==> src/rtl/pc_chan_pkg.sv <==
// pc_chan_pkg: FSM state types and the back-off delay shared with the producer/consumer threads.
package pc_chan_pkg;
   localparam int PC_RETRY_DELAY = 32;
   typedef enum logic [1:0] {UP_IDLE, UP_RESP, UP_GAP} up_state_t;
   typedef enum logic [1:0] {DN_IDLE, DN_WAIT, DN_BACKOFF} dn_state_t;
endpackage

==> src/rtl/pc_chan_mem.sv <==
// pc_chan_mem: register-array FIFO storage with wrapping pointers and a level counter.
module pc_chan_mem #(
   parameter int C_DEPTH = 16,
   parameter int C_DWIDTH = 32,
   localparam int C_AW = $clog2(C_DEPTH)
) (
   input  logic                clk,
   input  logic                rst,
   input  logic                push,
   input  logic                pop,
   input  logic [C_DWIDTH-1:0] wdata,
   output logic [C_DWIDTH-1:0] head,
   output logic [C_AW:0]       level
);
   logic [C_DWIDTH-1:0] mem_q [C_DEPTH];
   logic [C_AW-1:0] wr_q, rd_q;
   logic [C_AW:0] lvl_q;
   always_ff @(posedge clk) begin
      if (push) mem_q[wr_q] <= wdata;
   end
   always_ff @(posedge clk) begin
      if (rst) begin
         wr_q  <= '0;
         rd_q  <= '0;
         lvl_q <= '0;
      end else begin
         wr_q  <= wr_q + C_AW'(push);
         rd_q  <= rd_q + C_AW'(pop);
         lvl_q <= lvl_q + (C_AW+1)'(push) - (C_AW+1)'(pop);
      end
   end
   assign head  = mem_q[rd_q];
   assign level = lvl_q;
endmodule

==> src/rtl/pc_chan_fifo.sv <==
// pc_chan_fifo: buffered producer->consumer channel with back-off retry after a consumer refusal.
// Define PC_CHAN_FIFO_REJECT_EN to answer writes into a full FIFO with in_cerr instead of stalling.
module pc_chan_fifo
   import pc_chan_pkg::*;
#(
   parameter int C_DEPTH = 16,
   parameter int C_DWIDTH = 32,
   parameter int C_RETRY_DELAY = PC_RETRY_DELAY,
   localparam int C_AW = $clog2(C_DEPTH)
) (
   input  logic                clk,
   input  logic                rst,
   input  logic                in_prdy,
   output logic                in_crdy,
   output logic                in_cerr,
   input  logic [C_DWIDTH-1:0] in_data,
   output logic                out_prdy,
   input  logic                out_crdy,
   input  logic                out_cerr,
   output logic [C_DWIDTH-1:0] out_data,
   output logic [C_AW:0]       level,
   output logic [31:0]         rej_cnt
);
   up_state_t up_q, up_d;
   dn_state_t dn_q, dn_d;
   logic in_crdy_q, out_prdy_q, out_prdy_d;
   logic [C_DWIDTH-1:0] out_data_q, out_data_d, head;
   logic [31:0] bo_q, bo_d;
   logic push, pop, full, reject;

   pc_chan_mem #(.C_DEPTH(C_DEPTH), .C_DWIDTH(C_DWIDTH)) u_mem (
      .clk(clk), .rst(rst), .push(push), .pop(pop),
      .wdata(in_data), .head(head), .level(level)
   );

   assign full = level == (C_AW+1)'(C_DEPTH);
   assign push = up_q == UP_IDLE && in_prdy && !full;
   assign pop  = dn_q == DN_WAIT && out_crdy;

`ifdef PC_CHAN_FIFO_REJECT_EN
   logic in_cerr_q;
   logic [31:0] rej_q;
   assign reject = up_q == UP_IDLE && in_prdy && full;
   always_ff @(posedge clk) begin
      if (rst) begin
         in_cerr_q <= 1'b0;
         rej_q     <= '0;
      end else begin
         in_cerr_q <= reject;
         if (reject && rej_q != '1) rej_q <= rej_q + 32'd1;
      end
   end
   assign in_cerr = in_cerr_q;
   assign rej_cnt = rej_q;
`else
   assign reject  = 1'b0;
   assign in_cerr = 1'b0;
   assign rej_cnt = '0;
`endif

   always_comb begin
      up_d = up_q;
      case (up_q)
         UP_IDLE: if (push || reject) up_d = UP_RESP;
         UP_RESP: up_d = UP_GAP;
         default: up_d = UP_IDLE;
      endcase
   end

   // crdy wins over cerr when both arrive together
   always_comb begin
      dn_d       = dn_q;
      out_prdy_d = out_prdy_q;
      out_data_d = out_data_q;
      bo_d       = bo_q;
      case (dn_q)
         DN_IDLE: if (level != '0) begin
            dn_d       = DN_WAIT;
            out_prdy_d = 1'b1;
            out_data_d = head;
         end
         DN_WAIT: if (out_crdy || out_cerr) begin
            out_prdy_d = 1'b0;
            out_data_d = '0;
            if (out_crdy) dn_d = DN_IDLE;
            else begin
               dn_d = DN_BACKOFF;
               bo_d = 32'(C_RETRY_DELAY);
            end
         end
         default: begin
            bo_d = bo_q - 32'd1;
            if (bo_q == 32'd1) dn_d = DN_IDLE;
         end
      endcase
   end

   always_ff @(posedge clk) begin
      if (rst) begin
         up_q       <= UP_IDLE;
         dn_q       <= DN_IDLE;
         in_crdy_q  <= 1'b0;
         out_prdy_q <= 1'b0;
         out_data_q <= '0;
         bo_q       <= '0;
      end else begin
         up_q       <= up_d;
         dn_q       <= dn_d;
         in_crdy_q  <= push;
         out_prdy_q <= out_prdy_d;
         out_data_q <= out_data_d;
         bo_q       <= bo_d;
      end
   end

   assign in_crdy  = in_crdy_q;
   assign out_prdy = out_prdy_q;
   assign out_data = out_data_q;
endmodule

==> config.mk <==
export PLATFORM = sky130hd
export DESIGN_NAME = pc_chan_fifo
export DESIGN_NICKNAME = d
export VERILOG_FILES = /design/src/rtl/pc_chan_pkg.sv /design/src/rtl/pc_chan_mem.sv /design/src/rtl/pc_chan_fifo.sv
export SDC_FILE = /design/constraint.sdc
export NUM_CORES = 1
export LEC_CHECK = 0
export CAP_MARGIN = 40
export CORE_ASPECT_RATIO = 1.1
export CORE_UTILIZATION = 37
export DETAILED_ROUTE_END_ITERATION = 10
export GPL_ROUTABILITY_DRIVEN = 0
export PLACE_DENSITY = 0.55
export SYNTH_ARGS = -nofsm -noshare
export SYNTH_HDL_FRONTEND = slang
export SYNTH_SLANG_ARGS = --single-unit
==> constraint.sdc <==
create_clock -name clk -period 6.85 [get_ports clk]
set_input_delay 1.37 -clock clk [delete_from_list [all_inputs] [get_ports clk]]
set_output_delay 1.37 -clock clk [all_outputs]
set_load 0.03 [all_outputs]
=== After elaboration in Yosys (flattened, before gate mapping) ===
Memories as Yosys holds them, arrays and structs flattened. A register that Yosys moved wholly into a read port is not among the register bits.
Cells that the tools add are included.

* Flip-flop bits (word level): 83
* Memory bits (writable): 512
* Bits of input ports: 37
* Output and inout port bits: 72
* Logic and storage cells: 56
* Memories: 1

* $add $sub $neg: 5
* Equal/unequal tests: 8
* Mux-type cells: 19
* Bitwise gates (word level): 1
* Reduce and logical (&&, ||, !) cells: 13

{| class="wikitable"
|+ Memory list
! memory !! depth !! bits a word !! rd ports !! clocked after Yosys merged registers in !! write ports !! line !! text
|-
| u_mem.mem_q || 16 || 32 || 1 || 1 || 1 || pc_chan_mem.sv:15 || <nowiki>logic [C_DWIDTH-1:0] mem_q [C_DEPTH];</nowiki>
|}

{| class="wikitable"
|+ Operators with widths
! kind !! number
|-
| 32-bit 2-to-1 mux || 4
|-
| 32-bit one-hot mux with 2 select lines || 2
|-
| 32-bit by 1-bit equality test with 1-bit output, second input constant || 1
|-
| 32-bit by 1-bit subtractor with 32-bit output, second input constant || 1
|-
| 2-bit 2-to-1 mux || 5
|-
| 3-bit AND reduction || 3
|-
| 4-bit by 1-bit adder with 4-bit output || 2
|-
| 2-bit one-hot mux with 2 select lines || 2
|-
| 5-bit by 1-bit adder with 5-bit output || 1
|-
| 5-bit equality test, second input constant || 1
|-
| 5-bit nonzero test || 1
|-
| 5-bit by 1-bit subtractor with 5-bit output || 1
|-
| 2-bit by 1-bit equality test with 1-bit output, second input constant || 2
|-
| 2-bit zero test || 2
|-
| 1-bit 2-to-1 mux || 4
|-
| 4-bit 2-to-1 mux || 1
|-
| 2-bit by 1-bit != test with 1-bit output, second input constant || 2
|-
| 2-bit != test, second input constant || 2
|-
| 1-bit logical AND || 3
|-
| 3-bit nonzero test || 1
|-
| 1-bit one-hot mux with 2 select lines || 1
|-
| 2-bit nonzero test || 1
|-
| 1-bit zero test || 1
|-
| 1-bit logical OR || 1
|-
| 1-bit NOT || 1
|}

=== Depth between registers and ports, before layout ===
Gate-level depths: netlist of the first run.

* Depth after elaboration: 5
* Depth in mapped cells: 11
* Depth with buffers taken out: 10

=== Cells and area by module ===
Synthesis of the first run repeated with hierarchy kept, for this count alone.

* Cells, all modules: 1,246
* Area, all modules: 23,067.1 µm²

{| class="wikitable"
|+ Modules (own cells, without submodules)
! module !! instances !! cells an instance !! area each (µm²) !! sequential area each (µm²)
|-
| pc_chan_mem || 1 || 872 || 19,820.3 || 15,635.0
|-
| pc_chan_fifo || 1 || 374 || 3,246.9 || 1,401.3
|}

=== Worst setup path before layout of the first run ===
Ideal clock, no wire load.

* Path kind: input port to flip-flop
* Start: in in_prdy
* End: mem u_mem.mem_q[0][0], enable pin
* Library setup time: 461 ps
* Arrival: 4,789 ps
* Required time: 6,389 ps
* Slack: 1,600 ps
* Stages: 3
* Buffers on the path: 0
* Path through: nor4b_1 or3b_2 nor3_1

* Word-level cells in the longest chain between the ends: 4

{| class="wikitable"
|+ RTL lines
! item !! line !! text
|-
| from (decl) || pc_chan_fifo.sv:13 || <nowiki>input logic in_prdy,</nowiki>
|-
| 1-bit logical AND (2 in series) || pc_chan_fifo.sv:37 || <nowiki>assign push = up_q == UP_IDLE && in_prdy && !full;</nowiki>
|-
| 1-bit 2-to-1 mux || pc_chan_mem.sv:19 || <nowiki>if (push) mem_q[wr_q] <= wdata;</nowiki>
|-
| 1-bit 2-to-1 mux (implied by the code) || pc_chan_mem.sv:19 ||
|-
| to (decl) || pc_chan_mem.sv:15 ||
|}

Every way passes these cells.

=== Worst setup path after layout of the first run ===
* Start: in in_prdy
* End: mem u_mem.mem_q[6][18], enable pin

* Word-level cells in the longest chain between the ends: 4

{| class="wikitable"
|+ RTL lines
! item !! line !! text
|-
| 1-bit logical AND (2 in series) || pc_chan_fifo.sv:37 ||
|-
| via push || pc_chan_fifo.sv:29 || <nowiki>logic push, pop, full, reject;</nowiki>
|-
| 1-bit 2-to-1 mux || pc_chan_mem.sv:19 ||
|-
| 1-bit 2-to-1 mux (implied by the code) || pc_chan_mem.sv:19 ||
|}

The timed path passes the listed nets, and every way through them passes these cells.

==> results by group, run 1 <==
Critical path
  – CP Buf/Inv Count: 3
  – Largest stage delay, worst path: 0.55 ns
  – Worst path slowest cell: nor2_4
  – Worst setup SP type: input pin
  – Crit path DAT: 3.62 ns
  – CP Max Fanout: 19
  – Worst R2R Setup Slack: 3.91 ns
  – CP delay by family, top: buffers and inverters
  – Most used cell, CP: buf_4
  – Worst-path cell chain: clkdlybuf4s50_1 -> nor4b_1 -> buf_4 -> nand3b_1 -> nor2_4 -> buf_4
  – Worst Path Required: 7.12 ns
  – Worst setup EP type: flop
  – R2r endpoint: out_data[23]
  – Register-to-Register Path Depth: 4
  – Crit path kind: in -> reg
  – Worst r2r src: u_mem.rd_q[1]

Synthesis
  – Synth Flop Type: edfxtp_1
  – Synth area leader: edfxtp_1
  – Mapped Cells: 1166
  – Async set-reset flop share out of synthesis: 0
  – Share of the synthesized area in the top cell type: 0.669
  – Synth Cell Area: 23000 um2
  – Number of flops mapped to enable cells by yosys: 512
  – Seq/Total Area, Yosys: 0.741
  – Post-synthesis cell type count: 50
  – Top cells by area, synth: edfxtp_1 67%, mux4_2 13%, dfxtp_1 7.2%
  – Register bit total from synthesis: 595
  – Avg Cell Area, Syn: 19.7 um2
  – Yosys Warn Count: 0

Routing
  – Routed via count: 11.2k
  – DR WL/cell: 22.6 um
  – Vias/cell: 5.20
  – Met3 wire length: 1760 um
  – Uppermost layer routed: met4
  – Iter 0 DRT Violations: 836
  – Met1 WL: 21800 um
  – Routed WL: 48700 um
  – # DRC: 0
  – DR WL met2: 24000 um
  – Final ANT Viol Nets: 0
  – First drt pass iteration count: 5

Floorplan
  – # rows: 95
  – Die extent in x: 240 um
  – I/O Pins: 109
  – Die area: 63100 um2
  – Die Y: 263 um
  – Core outline area: 61200 um2
  – Initial core utilization: 0.376

Clock network
  – Post-CTS Resized: 0
  – CTS max path bufs: 3
  – CTS tree: built
  – H-tree levels: 2
  – Worst-Skew Late Latency: 0.62 ns
  – Setup Buffers After CTS: 0
  – Clock sinks: 595
  – Reg clk slew, reported paths: 0.06 ns
  – Cts bufs inserted: 60
  – Root Buffer: clkbuf_16
  – Hold buffer count at cts: 0

Timing
  – RSZ-0062 raised after global routing: no
  – Slew @ Worst Pin: 0.798 ns
  – Setup tns final: 0 ns
  – Fmax: 0.299 GHz
  – Endpoints failing setup: 0
  – Post-route clock period utilization: 0.488
  – Slew HR: 0.468
  – Final Skew: 0.0188 ns
  – Max-slew violation count: 0
  – Final hold violation count: 0
  – Setup slack after layout: 3.50 ns
  – Min Tclk post-route: 3.35 ns

Finish
  – Fillcell total: 5258
  – Antenna cells: 0
  – Final Cell Area: 27000 um2
  – Final nets: 1326
  – P&R area growth vs syn: 17.5%
  – Final core occ: 0.441
  – Layout cells sized above 1: 0.243

Placed design
  – Buffers on Ports: 75
  – Dpl ws: 2.76 ns
  – Hpwl dp: 28700 um
  – Dpl cell area: 25000 um2

Global routing
  – Total GRT Usage: 0.157
  – GRT Residual Overflow: 0
  – Vias in the first global route: 11.8k
  – First-pass GRT wire length: 74300 um
  – Initial antenna violation count: 0
  – Largest net degree at the start of global routing: 98

Pwr
  – Cell Pwr Density: 348 nW/um2
  – Maximum VDD drop: 222 uV
  – P_leak: 8.53 nW

Min path
  – Min-Delay Startpoint: up_q[1]
  – Hold Path End: up_q[1]
  – Hold WC Path Type: reg -> reg
  – Hold depth: 1

Flow run
  – Max-cap violation count: 0

Run status
  – Status: complete, no violations
-- cell usage after synthesis, types with 3 or more instances --
master    count
or3_1        22
xnor2_1       5
nor3b_1       3
nor3_1       11
or3_2         3
nor4b_1       3
nand3b_1      4
mux4_2      128
or2_2         3
or4_1        10
dfxtp_1      83
a22o_1       31
nor4_1       14
nand3_1       5
ha_1         12
clkbuf_1     48
o21ai_0      11
buf_2         9
o211ai_1      6
mux2i_1      13
buf_1         7
edfxtp_1    512
nor2_1       37
nand2_1      15
inv_1        11
nor2b_1       9
a221o_1      32
o31ai_1       5
a21oi_1      16
mux2_2       32
nand2b_1      5
buf_4        33
xor2_1        8
-- per-layer routing --
metal  vias to the layer above  GRT usage
met2                       216      0.261
li1                       4968          -
met5                         -          0
met3                        75     0.0253
met1                      5922      0.213
met4                         0     0.0475
-- report_power, final --
part / total (W) / leakage [nW] / internal [W] / switching [W]
clock: 0.00333 / 0.984 / 0.00196 / 0.00137
combinational: 0.00173 / 2.25 / 0.000740 / 0.000993
sequential: 0.00434 / 5.30 / 0.00418 / 0.000159
-- cell families after synthesis --
logic type      after synthesis  synth area share
compound gates              109            0.0381
xor+xnor                     13           0.00495
fa+ha+maj                    13           0.00740
buf+inv                     109            0.0240
flops                       595             0.741
mux                         173             0.147
other cells                   1          0.000163
simple gates                153            0.0378
-- placed cells by master (no fill, tap or decap), types with 11 or more instances in the layout --
master / count
a22o_1: 31
clkdlybuf4s50_1: 75
clkbuf_1: 14
dfxtp_1: 80
nor2_1: 24
buf_4: 28
mux4_2: 128
nor2_4: 13
a221o_1: 32
nand2_1: 15
nor4_1: 14
a21oi_1: 16
conb_1: 33
mux2i_1: 13
inv_1: 11
edfxtp_1: 512
clkbuf_8: 11
mux2_2: 32
o21ai_0: 11
ha_1: 12
clkbuf_16: 62
or3_1: 22
-- through the flow --
step	hold WS, ns	cells	power, W
6_report	0.423	2152	0.00940
5_1_grt	0.445	2152	0.00979
4_1_cts	0.426	2152	0.00951
3_5_place_dp	0.418	2038	0.00617
3_3_place_gp	0.412	2026	0.00614
2_1_floorplan	0.399	1198	0.00557
-- final cells by class --
| type | count | area [um2] | share of cell area |
|---|---|---|---|
| Tap cell | 824 | 1030 | 0.0381 |
| Multi-Input combinational cell | 494 | 5660 | 0.209 |
| Sequential cell | 595 | 17000 | 0.631 |
| Inverter | 11 | 41.3 | 0.00153 |
| Timing Repair Buffer | 114 | 1220 | 0.0451 |
| Clock buffer | 87 | 1760 | 0.0650 |
| Clock inverter | 27 | 275 | 0.0102 |
-- flip-flops by register name, indices dropped and copies added (netlist names) --
signal,flops
u_mem.mem_q,512
bo_q,32
out_data,32
u_mem.level,5
u_mem.rd_q,4
u_mem.wr_q,4
dn_q,2
up_q,2
in_crdy,1
out_prdy,1
-- worst max path at each step --
stage,start,to,slack (ns),cells past startpoint
after global placement,in_prdy,u_mem.mem_q[4][16],2.43,5
after detailed placement,in_prdy,u_mem.mem_q[5][7],2.76,6
after global routing,in_prdy,u_mem.mem_q[6][15],3.39,6
after floorplan,in_prdy,u_mem.mem_q[0][0],1.60,3
after CTS,in_prdy,u_mem.mem_q[5][7],3.43,6
final,in_prdy,u_mem.mem_q[6][18],3.50,6
-- worst register-to-register path: stages (launching register included) --
cell and delay, ns:
dfxtp_4 0.78, buf_4 0.77, mux4_2 0.65, mux2_2 0.31
a221o_1 0.33
Power figures use the tool's default switching activity.
==> run 2: changes to the inputs <==
==> constraint.sdc (replaced) <==
create_clock -name clk -period 3.4 [get_ports clk]
set_input_delay 0.68 -clock clk [delete_from_list [all_inputs] [get_ports clk]]
set_output_delay 0.68 -clock clk [all_outputs]
set_load 0.03 [all_outputs]
==> run 2 against run 1 <==
Compared with the run above:
- first-iteration DRC count decreased by 7.5%
- sequential cell count unchanged
- sequential power is 100% higher
- critical path depth increased by 2
- clock skew increased by 0.016 ns
- largest cell class unchanged
- highest routed layer is now met5
==> results by group, run 2 (synthesized netlist as in run 1, its figures left out) <==
Routing
  – DR WL/cell: 22.7 um (+0.38%)
  – Iter 0 DRT Violations: 773 (-7.5%)
  – Routed WL: 49400 um (+1.3%)
  – First drt pass iteration count: 5 (unchanged)
  – Final ANT Viol Nets: 0 (unchanged)
  – # DRC: 0 (unchanged)
  – Vias/cell: 5.16 (-0.77%)
  – Routed via count: 11.2k (+0.15%)

Clock network
  – CTS max path bufs: 3 (unchanged)
  – Clock sinks: 595 (unchanged)
  – Root Buffer: clkbuf_16
  – Post-CTS Resized: 0 (unchanged)
  – CTS tree: built
  – Hold buffer count at cts: 0 (unchanged)
  – Setup Buffers After CTS: 0 (unchanged)
  – Worst-Skew Late Latency: 0.64 ns (+0.02 ns)
  – Reg clk slew, reported paths: 0.06 ns (about the same)
  – H-tree levels: 2 (unchanged)
  – Cts bufs inserted: 61 (+1.7%)

Pwr
  – Cell Pwr Density: 708 nW/um2 (+100%)
  – P_leak: 8.70 nW (+2.0%)
  – Maximum VDD drop: 408 uV (+84%)

Global routing
  – Initial antenna violation count: 1 (+1)
  – Vias in the first global route: 11.5k (-2.3%)
  – Total GRT Usage: 0.159 (+0.00171)
  – Largest net degree at the start of global routing: 69 (-30%)
  – GRT Residual Overflow: 0 (unchanged)
  – First-pass GRT wire length: 74100 um (-0.23%)

Finish
  – Top reg by flops: u_mem.mem_q
  – Max reg flops: 512 (unchanged)
  – Most frequent cells in the layout: 512 x edfxtp_1, 128 x mux4_2, 80 x dfxtp_1
  – Commonest non-fill, non-tap cell in the layout: edfxtp_1
  – Layout cells sized above 1: 0.259 (+0.0157)
  – Final Cell Area: 27400 um2 (+1.5%)
  – P&R area growth vs syn: 19.3%
  – Final nets: 1345 (+1.4%)
  – Antenna cells: 0 (unchanged)

Min path
  – Hold Path End: up_q[1]
  – Hold depth: 1 (unchanged)
  – Min-Delay Startpoint: up_q[1]
  – Hold WC Path Type: reg -> reg

Timing
  – Max-slew violation count: 0 (unchanged)
  – Setup slack after layout: 0.636 ns (-2.87 ns)
  – Final hold violation count: 0 (unchanged)
  – Setup tns final: 0 ns (unchanged)
  – Final Skew: 0.0344 ns (+0.0156 ns)
  – Slew @ Worst Pin: 0.635 ns (-0.163 ns)
  – Fmax: 0.362 GHz
  – Endpoints failing setup: 0 (unchanged)
  – Slew HR: 0.577 (+0.109)
  – RSZ-0062 raised after global routing: no
  – Post-route clock period utilization: 0.813
  – Min Tclk post-route: 2.76 ns

Critical path
  – Crit path DAT: 3.07 ns (-0.55 ns)
  – R2r endpoint: u_mem.mem_q[0][21]
  – Register-to-Register Path Depth: 8 (+4)
  – Worst r2r src: u_mem.level[2]
  – Crit path kind: reg -> reg
  – Worst Path Required: 3.70 ns (-3.42 ns)
  – CP Max Fanout: 16 (-3)
  – Worst R2R Setup Slack: 0.64 ns (-3.27 ns)
  – Worst setup SP type: flop
  – Worst setup EP type: flop

Placed design
  – Buffers on Ports: 75 (unchanged)
  – Dpl ws: 0.256 ns (-2.51 ns)
  – Dpl cell area: 25300 um2 (+1.0%)
  – Hpwl dp: 28800 um (+0.36%)

Flow run
  – Max-cap violation count: 0 (unchanged)

Floorplan
  – Core outline area: 61200 um2 (unchanged)
  – Die area: 63100 um2 (unchanged)
  – Initial core utilization: 0.376 (unchanged)
  – I/O Pins: 109 (unchanged)
  – Die Y: 263 um (unchanged)
  – # rows: 95 (unchanged)
  – Die extent in x: 240 um (unchanged)

Run status
  – Status: complete, no violations
## run 2: layout make-up
type,instances,area [um2]
timing repair buffer,132,1450
multi-input combinational,494,5690
tap,824,1030
fill,5211,33800
clock buffer,80,1700
sequential,595,17000
inverter,11,41.3
clock inverter,36,489
## run 2: power by group
group | internal, W | switching, W | total (W) | leakage (nW)
sequential | 0.00842 | 0.000371 | 0.00879 | 5.30
clock | 0.00429 | 0.00282 | 0.00711 | 1.06
combinational | 0.00155 | 0.00198 | 0.00353 | 2.34
total | 0.0143 | 0.00517 | 0.0194 | 8.70
## run 2: through the flow
| stage | total power (W) | utilization | cells | hold slack, ns |
|---|---|---|---|---|
| final | 0.0194 | 0.448 | 2172 | 0.436 |
| after global routing | 0.0202 | 0.448 | 2172 | 0.450 |
| after CTS | 0.0197 | 0.448 | 2172 | 0.442 |
| after detailed placement | 0.0125 | 0.413 | 2056 | 0.433 |
| after global placement | 0.0125 | 0.412 | 2053 | 0.429 |
| after floorplan | 0.0112 | - | 1198 | 0.420 |
## run 2: per-layer routing
layer | routed length, um | vias up | global-route usage
met3 | 1730 | 64 | 0.0223
met5 | 12 | - | 0
met1 | 22300 | 5897 | 0.221
met2 | 24400 | 218 | 0.261
met4 | 961 | 2 | 0.0442
li1 | - | 5017 | -
## run 2: worst max-delay path by stage
stage	from	endpoint	slack [ns]	cells after the start
floorplan	u_mem.level[2]	u_mem.mem_q[5][0]	-0.05	6
CTS	u_mem.level[2]	u_mem.mem_q[0][21]	0.61	8
global placement	out_crdy	u_mem.level[4]	0.25	11
detailed placement	out_crdy	u_mem.level[4]	0.26	11
global route	u_mem.level[2]	u_mem.mem_q[0][21]	0.51	8
finish	u_mem.level[2]	u_mem.mem_q[0][21]	0.64	8
## run 2: critical path: stages, from the launching register on
cell and delay, ns:
dfxtp_1 0.37, inv_1 0.07, ha_1 0.21, nor4bb_1 0.14, nor4b_2 0.32, buf_12 0.17, or3b_2 0.58, nor3_4 0.25
buf_4 0.32
